**src/rtl/mc_ctrl_pkg.sv**
```systemverilog
// Shared encodings for the multi-cycle RISC-V main control FSM:
// state numbering, opcode constants, ALU select codes and the control word.
package mc_ctrl_pkg;

    typedef enum logic [3:0] {
        ST_RESET    = 4'd0,
        ST_FETCH    = 4'd1,
        ST_DECODE   = 4'd2,
        ST_EXEC_R   = 4'd3,
        ST_MEMADDR  = 4'd4,
        ST_BRANCH   = 4'd5,
        ST_RWB      = 4'd6,
        ST_MEMREAD  = 4'd7,
        ST_MEMWRITE = 4'd8,
        ST_ILLEGAL  = 4'd9,
        ST_MEMWB    = 4'd10
    } state_t;

    localparam logic [6:0] OP_R      = 7'b0110011;
    localparam logic [6:0] OP_LOAD   = 7'b0000011;
    localparam logic [6:0] OP_STORE  = 7'b0100011;
    localparam logic [6:0] OP_BRANCH = 7'b1100011;

    localparam logic [1:0] ALU_ADD   = 2'b00;
    localparam logic [1:0] ALU_SUB   = 2'b01;
    localparam logic [1:0] ALU_FUNCT = 2'b10;

    localparam logic [1:0] SRCB_RS2  = 2'b00;
    localparam logic [1:0] SRCB_FOUR = 2'b01;
    localparam logic [1:0] SRCB_IMM  = 2'b10;

    // Unqualified control word; pc_write, ir_write and done_on_ready are
    // gated by mem_ready at the top level.
    typedef struct packed {
        logic       pc_write;
        logic       pc_write_cond;
        logic       iord;
        logic       mem_read;
        logic       mem_write;
        logic       ir_write;
        logic       memtoreg;
        logic       reg_write;
        logic       alu_src_a;
        logic [1:0] alu_src_b;
        logic [1:0] alu_op;
        logic       pc_source;
        logic       instr_done;
        logic       done_on_ready;
    } ctrl_t;

endpackage

```
**src/rtl/mc_ctrl_outdec.sv**
```systemverilog
// Purely combinational decode of the FSM state into the datapath control word.
module mc_ctrl_outdec
    import mc_ctrl_pkg::*;
(
    input  state_t i_state,
    output ctrl_t  o_ctrl
);

    always_comb begin
        o_ctrl = '0;
        case (i_state)
            ST_FETCH: begin
                o_ctrl.mem_read  = 1'b1;
                o_ctrl.ir_write  = 1'b1;
                o_ctrl.pc_write  = 1'b1;
                o_ctrl.alu_src_b = SRCB_FOUR;
                o_ctrl.alu_op    = ALU_ADD;
            end
            ST_DECODE: begin
                // Branch target is precomputed into ALUOut here.
                o_ctrl.alu_src_b = SRCB_IMM;
                o_ctrl.alu_op    = ALU_ADD;
            end
            ST_EXEC_R: begin
                o_ctrl.alu_src_a = 1'b1;
                o_ctrl.alu_src_b = SRCB_RS2;
                o_ctrl.alu_op    = ALU_FUNCT;
            end
            ST_RWB: begin
                o_ctrl.reg_write  = 1'b1;
                o_ctrl.instr_done = 1'b1;
            end
            ST_MEMADDR: begin
                o_ctrl.alu_src_a = 1'b1;
                o_ctrl.alu_src_b = SRCB_IMM;
                o_ctrl.alu_op    = ALU_ADD;
            end
            ST_MEMREAD: begin
                o_ctrl.mem_read = 1'b1;
                o_ctrl.iord     = 1'b1;
            end
            ST_MEMWRITE: begin
                o_ctrl.mem_write     = 1'b1;
                o_ctrl.iord          = 1'b1;
                o_ctrl.done_on_ready = 1'b1;
            end
            ST_MEMWB: begin
                o_ctrl.reg_write  = 1'b1;
                o_ctrl.memtoreg   = 1'b1;
                o_ctrl.instr_done = 1'b1;
            end
            ST_BRANCH: begin
                o_ctrl.alu_src_a     = 1'b1;
                o_ctrl.alu_src_b     = SRCB_RS2;
                o_ctrl.alu_op        = ALU_SUB;
                o_ctrl.pc_write_cond = 1'b1;
                o_ctrl.pc_source     = 1'b1;
                o_ctrl.instr_done    = 1'b1;
            end
            default: o_ctrl = '0;
        endcase
    end

endmodule

```
**src/rtl/multicycle_control.sv**
```systemverilog
// Main control FSM of the multi-cycle core: state register, next-state logic,
// mem_ready qualification of strobes and the sticky illegal-opcode flag.
module multicycle_control
    import mc_ctrl_pkg::*;
(
    input  logic       clk,
    input  logic       reset,
    input  logic [6:0] Opcode,
    input  logic       Zero,
    input  logic       mem_ready,
    output logic       PCEn,
    output logic       IorD,
    output logic       MemRead,
    output logic       MemWrite,
    output logic       IRWrite,
    output logic       MemtoReg,
    output logic       RegWrite,
    output logic       ALUSrcA,
    output logic [1:0] ALUSrcB,
    output logic [1:0] ALUOp,
    output logic       PCSource,
    output logic       instr_done,
    output logic       illegal_op,
    output logic [3:0] state
);

    state_t r_state;
    state_t w_next;
    logic   r_is_store;
    logic   r_illegal;
    ctrl_t  w_ctrl;

    always_ff @(posedge clk or posedge reset) begin
        if (reset) begin
            r_state    <= ST_RESET;
            r_is_store <= 1'b0;
            r_illegal  <= 1'b0;
        end else begin
            r_state <= w_next;
            // Opcode is only trusted in DECODE; remember load vs store for MEMADDR.
            if (r_state == ST_DECODE) begin
                r_is_store <= (Opcode == OP_STORE);
            end
            if (w_next == ST_ILLEGAL) begin
                r_illegal <= 1'b1;
            end
        end
    end

    always_comb begin
        w_next = r_state;
        case (r_state)
            ST_RESET:   w_next = ST_FETCH;
            ST_FETCH:   if (mem_ready) w_next = ST_DECODE;
            ST_DECODE: begin
                case (Opcode)
                    OP_R:               w_next = ST_EXEC_R;
                    OP_LOAD, OP_STORE:  w_next = ST_MEMADDR;
                    OP_BRANCH:          w_next = ST_BRANCH;
                    default:            w_next = ST_ILLEGAL;
                endcase
            end
            ST_EXEC_R:   w_next = ST_RWB;
            ST_RWB:      w_next = ST_FETCH;
            ST_MEMADDR:  w_next = r_is_store ? ST_MEMWRITE : ST_MEMREAD;
            ST_MEMREAD:  if (mem_ready) w_next = ST_MEMWB;
            ST_MEMWRITE: if (mem_ready) w_next = ST_FETCH;
            ST_MEMWB:    w_next = ST_FETCH;
            ST_BRANCH:   w_next = ST_FETCH;
            ST_ILLEGAL:  w_next = ST_ILLEGAL;
            default:     w_next = ST_RESET;
        endcase
    end

    mc_ctrl_outdec u_outdec (
        .i_state (r_state),
        .o_ctrl  (w_ctrl)
    );

    assign PCEn       = (w_ctrl.pc_write & mem_ready) | (w_ctrl.pc_write_cond & Zero);
    assign IRWrite    = w_ctrl.ir_write & mem_ready;
    assign instr_done = w_ctrl.instr_done | (w_ctrl.done_on_ready & mem_ready);
    assign IorD       = w_ctrl.iord;
    assign MemRead    = w_ctrl.mem_read;
    assign MemWrite   = w_ctrl.mem_write;
    assign MemtoReg   = w_ctrl.memtoreg;
    assign RegWrite   = w_ctrl.reg_write;
    assign ALUSrcA    = w_ctrl.alu_src_a;
    assign ALUSrcB    = w_ctrl.alu_src_b;
    assign ALUOp      = w_ctrl.alu_op;
    assign PCSource   = w_ctrl.pc_source;
    assign illegal_op = r_illegal;
    assign state      = r_state;

endmodule

```
**config.mk**
```make
export PLATFORM = sky130hd
export DESIGN_NAME = multicycle_control
export DESIGN_NICKNAME = d
export VERILOG_FILES = /design/src/rtl/mc_ctrl_pkg.sv /design/src/rtl/mc_ctrl_outdec.sv /design/src/rtl/multicycle_control.sv
export SDC_FILE = /design/constraint.sdc
export NUM_CORES = 1
export LEC_CHECK = 0
export CORE_MARGIN = 2
export CORE_UTILIZATION = 35
export DETAILED_ROUTE_END_ITERATION = 12
export MAX_ROUTING_LAYER = met4
export PLACE_DENSITY = 0.79
export SLEW_MARGIN = 20
export SYNTH_ARGS = -nofsm -noshare
export SYNTH_HDL_FRONTEND = slang
export SYNTH_SLANG_ARGS = --single-unit
```
**constraint.sdc**
```tcl
create_clock -name clk -period 2.7 [get_ports clk]
set_input_delay 0.27 -clock clk [delete_from_list [all_inputs] [get_ports clk]]
set_output_delay 0.27 -clock clk [all_outputs]
set_load 0.02 [all_outputs]
```
==> impl_metrics.env, run 1 <==
export IMPL_num_vias=627
export IMPL_power_density_nw_per_um2=1170
export IMPL_crit_path_cell_trace="or2b_1 > nor3_1 > and2_1 > a21o_1 > clkdlybuf4s50_1"
export IMPL_drv_slew=0
export IMPL_finalSetupViolations=0
export IMPL_cts_repair_resized=0
export IMPL_ys_seq_area_share_pct=27.8
export IMPL_cts_inserted_buffers=3
export IMPL_die_area_um2=1870
export IMPL_seq_area_um2=150
export IMPL_pre_cts_slack_ps=498
export IMPL_post_cts_setup_buffer_count=0
export IMPL_nets=111
export IMPL_fin_area_um2=861
export IMPL_crit_type="register to primary output"
export IMPL_chipHeight_um=43.3
export IMPL_die_w_um=43.3
export IMPL_place_hpwl_um=1070
export IMPL_clockBufferDepth=2
export IMPL_tightest_slew_ps=457
export IMPL_synth_cell_type_count=37
export IMPL_placed_area_um2=838
export IMPL_synthToLayoutAreaGrowth_pct=59.3
export IMPL_crit_family="simple AND/OR/NAND/NOR gates"
export IMPL_wl_per_cell_um=11.9
export IMPL_pwr_share_comb_pct=69.8
export IMPL_rr_startpoint="state[1]$_DFF_PP0_"
export IMPL_clock_latency_ps=240
export IMPL_cp_max_fo=15
export IMPL_cp_slowest_cell="clkdlybuf4s50_1"
export IMPL_max_freq_mhz=410
export IMPL_synth_area_um2=541
export IMPL_grt_pass1_wl_um=2210
export IMPL_port_buffers=29
export IMPL_yosysTopAreaCellShare_pct=27.8
export IMPL_r2r_end="illegal_op$_DFFE_PP0N_"
export IMPL_synth_cells=69
export IMPL_arrival_ps=2170
export IMPL_clkPwrFrac_pct=7.9
export IMPL_core_um2=1470
export IMPL_final_period_utilization_pct=90.4
export IMPL_p_sw_uw=472
export IMPL_drc=0
export IMPL_io_pins=30
export IMPL_ys_warn_count=0
export IMPL_grt_max_degree=18
export IMPL_via_per_inst=5.50
export IMPL_hold_viol_final=0
export IMPL_synthTopCellsByArea="dfrtp_1 (28%), nor3_1 (6.5%), nor2_1 (4.9%)"
export IMPL_max_slew_margin_pct=69.6
export IMPL_grt_pass1_vias=541
export IMPL_htreeDepth=1
export IMPL_post_route_min_period_ps=2440
export IMPL_fillers=136
export IMPL_initial_core_util_pct=36.7
export IMPL_swShare_pct=47.0
export IMPL_avgSynthCellArea_um2=7.83
export IMPL_tns_ps=0
export IMPL_path_buf_inv=1
export IMPL_start_kind="register"
export IMPL_maxCapViolations=0
export IMPL_r2r_cells=5
export IMPL_synth_top_area_cell="dfrtp_1"
export IMPL_path_clk_slew_ps=40
export IMPL_fin_ws_ps=260
export IMPL_holdBufCountCts=0
export IMPL_skew_ps=4.40
export IMPL_synth_edff_count=0
export IMPL_critPathMaxStageDelay_ps=590
export IMPL_synth_nets=80
export IMPL_grt_ovfl_total=0
export IMPL_synthArstFlopShare_pct=100
export IMPL_endpoint_kind="primary output"
export IMPL_peakVddDrop_v=0.000818
export IMPL_ys_seq_elements=6
export IMPL_row_count=14
export IMPL_p_int_uw=532
export IMPL_ys_flop_type="dfrtp_1"
export IMPL_first_pass_iters=4
export IMPL_p_seq_share_pct=22.3
export IMPL_status="complete, no violations"
export IMPL_rsz0062_at_grt="false"
export IMPL_cts_sinks=6
export IMPL_worst_ep_required_time_ps=2430
export IMPL_root_buffer="clkbuf_4"
export IMPL_r2r_slack_ps=720
export IMPL_multiInputGateArea_um2=355
export IMPL_drt_iter0_drc=22
export IMPL_antenna_found_initial=0
export IMPL_ant_nets=0
export IMPL_diodes=0
export IMPL_p_leak_nw=0.332
export IMPL_cts_tree="built"
export IMPL_hold_path_class="input pin to asynchronous set/reset pin"
export IMPL_wirelength_um=1350
export IMPL_gp_congestion=0.867
export IMPL_drive_above_1_share_pct=10.2
export IMPL_grt_usage_pct=16.0
[worst max-delay path by stage]
stage / startpoint / endpoint / depth (start not counted)
finish: state[0]$_DFF_PP0_ / PCEn / 5
global route: state[0]$_DFF_PP0_ / PCEn / 5
CTS: state[0]$_DFF_PP0_ / PCEn / 5
detailed placement: state[0]$_DFF_PP0_ / PCEn / 5
global placement: mem_ready / instr_done / 4
floorplan: state[0]$_DFF_PP0_ / PCEn / 4
[layer usage]
metal,vias to the layer above,wire length [µm],GRT usage [%]
li1,314,-,-
met1,285,578,20.1
met2,26,668,23.9
met3,2,93,5.53
met4,0,13,5.45
met5,-,0,-
[worst reg2reg max path, delay by kind of cell, from the launching register on]
kind	cells	cell delay [ps]
compound gates	3	420
flops	1	620
simple gates	2	810
[through the flow]
stage	utilization, %	std cells	power, mW	hold slack, ps
6_report	58.5	114	1.00	234
5_1_grt	58.5	114	1.07	273
4_1_cts	58.5	114	1.01	234
3_5_place_dp	57.0	111	0.929	495
3_3_place_gp	57.0	111	0.925	461
2_1_floorplan	-	69	0.641	61.0
[cell usage after synthesis (2+ instances only)]
cell type  instances
nand2_1            4
or2b_1             2
o31ai_1            3
a21oi_1            3
o21ai_0            2
or3_1              2
nand2b_1           2
nand3b_1           2
clkbuf_1           2
inv_1              3
nor3_1             7
dfrtp_1            6
nor2_1             7
[placed cells by master (no fill, tap or decap), types with 2 or more instances in the layout]
master	synthesis	layout
a21oi_1	3	3
clkbuf_4	0	3
clkdlybuf4s50_1	0	29
dfrtp_1	6	6
inv_1	3	3
nand2_1	4	4
nand2b_1	2	2
nand3b_1	2	2
nor2_1	7	7
nor3_1	7	7
o21ai_0	2	2
o31ai_1	3	3
or2b_1	2	2
or3_1	2	2
[layout make-up]
cell class                      instances  area share [%]
Multi-Input combinational cell         55            41.3
Tap cell                               16            2.33
Clock buffer                            3            2.62
Timing Repair Buffer                   30            34.6
Sequential cell                         6            17.4
Inverter                                4            1.74
[cells by family (layout without fill, tap and decap cells)]
| logic type | after synthesis | after routing | share of synthesized area, % |
|---|---|---|---|
| and+or+nand+nor | 36 | 36 | 39.6 |
| xor gates and xnor gates | 1 | 1 | 1.62 |
| muxes | 1 | 1 | 2.08 |
| AOI/OAI and AO/OA | 17 | 17 | 22.5 |
| DFF | 6 | 6 | 27.8 |
| buffers and inverters | 8 | 37 | 6.48 |
[state kept, by name, summed over array words and instances (netlist names)]
register and count:
state 4, illegal_op 1, r_is_store 1
[power groups by stage]
stage                     registers, mW  logic [mW]  clock network [mW]
after floorplan                   0.207       0.434                   0
after detailed placement          0.226       0.703                   0
after global routing              0.237       0.748              0.0889
after CTS                         0.225       0.707              0.0831
after global placement            0.225       0.701                   0
final                             0.224       0.701              0.0792
Note: power is estimated with default switching activity, not from simulation.
==> run 2: changes to the inputs <==
--- a/config.mk
+++ b/config.mk
@@ -7,3 +7,2 @@
 export LEC_CHECK = 0
-export CORE_MARGIN = 2
 export CORE_UTILIZATION = 35
@@ -11,3 +10,3 @@
 export MAX_ROUTING_LAYER = met4
-export PLACE_DENSITY = 0.79
+export PLACE_DENSITY = 0.78
 export SLEW_MARGIN = 20
--- a/constraint.sdc
+++ b/constraint.sdc
@@ -3,2 +3,2 @@
 set_output_delay 0.27 -clock clk [all_outputs]
-set_load 0.02 [all_outputs]
+set_load 0.01 [all_outputs]
==> run 2 against run 1 <==
  * Power decreased by 7.4%
  * Global-route usage is 3.9 points higher
  * Worst setup slack gained 130 ps
  * Die area down 9.0%
  * Clock skew shrank 3.1 ps
  * Via count decreased by 0.32%
  * Combinational power fell by 8.8%
  * Core utilization grew 5.0 points
  * Final area up 0.73%
  * Largest power group unchanged
  * Non-clock buffer count is 1 higher
  * Critical path type unchanged
==> impl_metrics.env, run 2 (same netlist as run 1, synthesis figures left out) <==
export IMPL_pwr_share_comb_pct=68.7
export IMPL_r2r_end="illegal_op$_DFFE_PP0N_"
export IMPL_drc=0
export IMPL_holdBufCountCts=0
export IMPL_r2r_cells=6
export IMPL_largest_reg_flops=4
export IMPL_final_cells=114
export IMPL_p_leak_nw=0.337
export IMPL_cp_max_fo=17
export IMPL_ant_nets=0
export IMPL_worst_ep_required_time_ps=2430
export IMPL_multiInputGateArea_um2=355
export IMPL_clock_latency_ps=240
export IMPL_p_int_uw=541
export IMPL_skew_ps=1.31
export IMPL_grt_usage_pct=19.9
export IMPL_clkPwrFrac_pct=8.5
export IMPL_synthToLayoutAreaGrowth_pct=60.4
export IMPL_io_pins=30
export IMPL_placed_cells=111
export IMPL_grt_ovfl_total=0
export IMPL_drt_iter0_drc=4
export IMPL_final_period_utilization_pct=85.5
export IMPL_status="complete, no violations"
export IMPL_root_buffer="clkbuf_4"
export IMPL_gp_congestion=0.792
export IMPL_p_sw_uw=389
export IMPL_rsz0062_at_grt="false"
export IMPL_maxCapViolations=0
export IMPL_crit_type="register to primary output"
export IMPL_core_um2=1370
export IMPL_diodes=0
export IMPL_path_clk_slew_ps=40
export IMPL_p_seq_share_pct=22.8
export IMPL_die_area_um2=1710
export IMPL_rr_startpoint="state[0]$_DFF_PP0_"
export IMPL_post_route_min_period_ps=2310
export IMPL_first_pass_iters=4
export IMPL_chipHeight_um=41.3
export IMPL_grt_max_degree=18
export IMPL_tns_ps=0
export IMPL_cts_repair_resized=0
export IMPL_grt_pass1_vias=551
export IMPL_clockBufferDepth=2
export IMPL_cts_inserted_buffers=3
export IMPL_htreeDepth=1
export IMPL_finalSetupViolations=0
export IMPL_swShare_pct=41.8
export IMPL_row_count=13
export IMPL_wl_per_cell_um=12.1
export IMPL_num_vias=625
export IMPL_power_density_nw_per_um2=1070
export IMPL_arrival_ps=2040
export IMPL_max_freq_mhz=433
export IMPL_final_common_cell="clkdlybuf4s50_1"
export IMPL_peakVddDrop_v=0.000605
export IMPL_max_slew_margin_pct=70.6
export IMPL_hold_path_class="input pin to asynchronous set/reset pin"
export IMPL_initial_core_util_pct=39.6
export IMPL_cts_sinks=6
export IMPL_port_buffers=29
export IMPL_drv_slew=0
export IMPL_post_route_util_pct=63.5
export IMPL_drive_above_1_share_pct=11.1
export IMPL_antenna_found_initial=0
export IMPL_seq_area_um2=150
export IMPL_fillers=125
export IMPL_wirelength_um=1390
export IMPL_hold_viol_final=0
export IMPL_start_kind="register"
export IMPL_place_hpwl_um=1090
export IMPL_grt_pass1_wl_um=2170
export IMPL_endpoint_kind="primary output"
export IMPL_die_w_um=41.3
export IMPL_via_per_inst=5.48
export IMPL_nets=112
export IMPL_r2r_slack_ps=710
export IMPL_cts_tree="built"
export IMPL_timing_hold_ws_ps=245
export IMPL_mostFrequentLayoutCells="clkdlybuf4s50_1 (29), nor2_1 (7), nor3_1 (7)"
export IMPL_tightest_slew_ps=441
export IMPL_post_cts_setup_buffer_count=0
-- run 2: changes by cell type in the layout (fill, tap and decap cells not counted), sizes merged --
cell / previous run / this run
buf: 1 / 2
-- run 2: stage by stage --
step | worst slack, ps | power [mW] | cell area, µm²
detailed placement | 566 | 0.853 | 845
global placement | 587 | 0.844 | 845
floorplan | 977 | 0.552 | 541
global route | 210 | 1.01 | 867
CTS | 383 | 0.936 | 867
finish | 390 | 0.930 | 867
-- run 2: area by class of cell --
cell class              instances  area share, %
clock buffers                   3           2.60
inverters                       4           1.73
multi-input cells              55           41.0
flip-flops and latches          6           17.3
well taps                      15           2.16
repair buffers                 31           35.2
-- run 2: power groups by stage --
stage	logic [mW]	clock network (mW)	registers [mW]
after floorplan	0.370	0	0.182
after global placement	0.636	0	0.208
after detailed placement	0.641	0	0.212
after CTS	0.644	0.0817	0.210
after global routing	0.701	0.0893	0.220
final	0.639	0.0793	0.212
-- run 2: critical path, stage by stage, from the launching register on --
cell and delay [ps]:
dfrtp_1 530, or2b_1 320, nor3_1 180, and2_1 180
a21o_1 80, clkdlybuf4s50_1 520
-- run 2: how the worst max path moves through the flow --
stage | cells past startpoint | start | to
after CTS | 5 | state[1]$_DFF_PP0_ | PCEn
after floorplan | 5 | state[0]$_DFF_PP0_ | illegal_op$_DFFE_PP0N_
after global placement | 4 | mem_ready | instr_done
after detailed placement | 4 | mem_ready | instr_done
final | 5 | state[1]$_DFF_PP0_ | PCEn
after global routing | 5 | state[1]$_DFF_PP0_ | PCEn
-- run 2: per-layer routing --
metal	global-route usage, %	routed length (µm)	up-vias	part of all wire, %
met3	4.79	94	0	6.8
met5	-	0	-	0
met2	34.8	674	33	49
met4	4.84	0	0	0
met1	23.0	617	278	45
li1	-	-	314	-
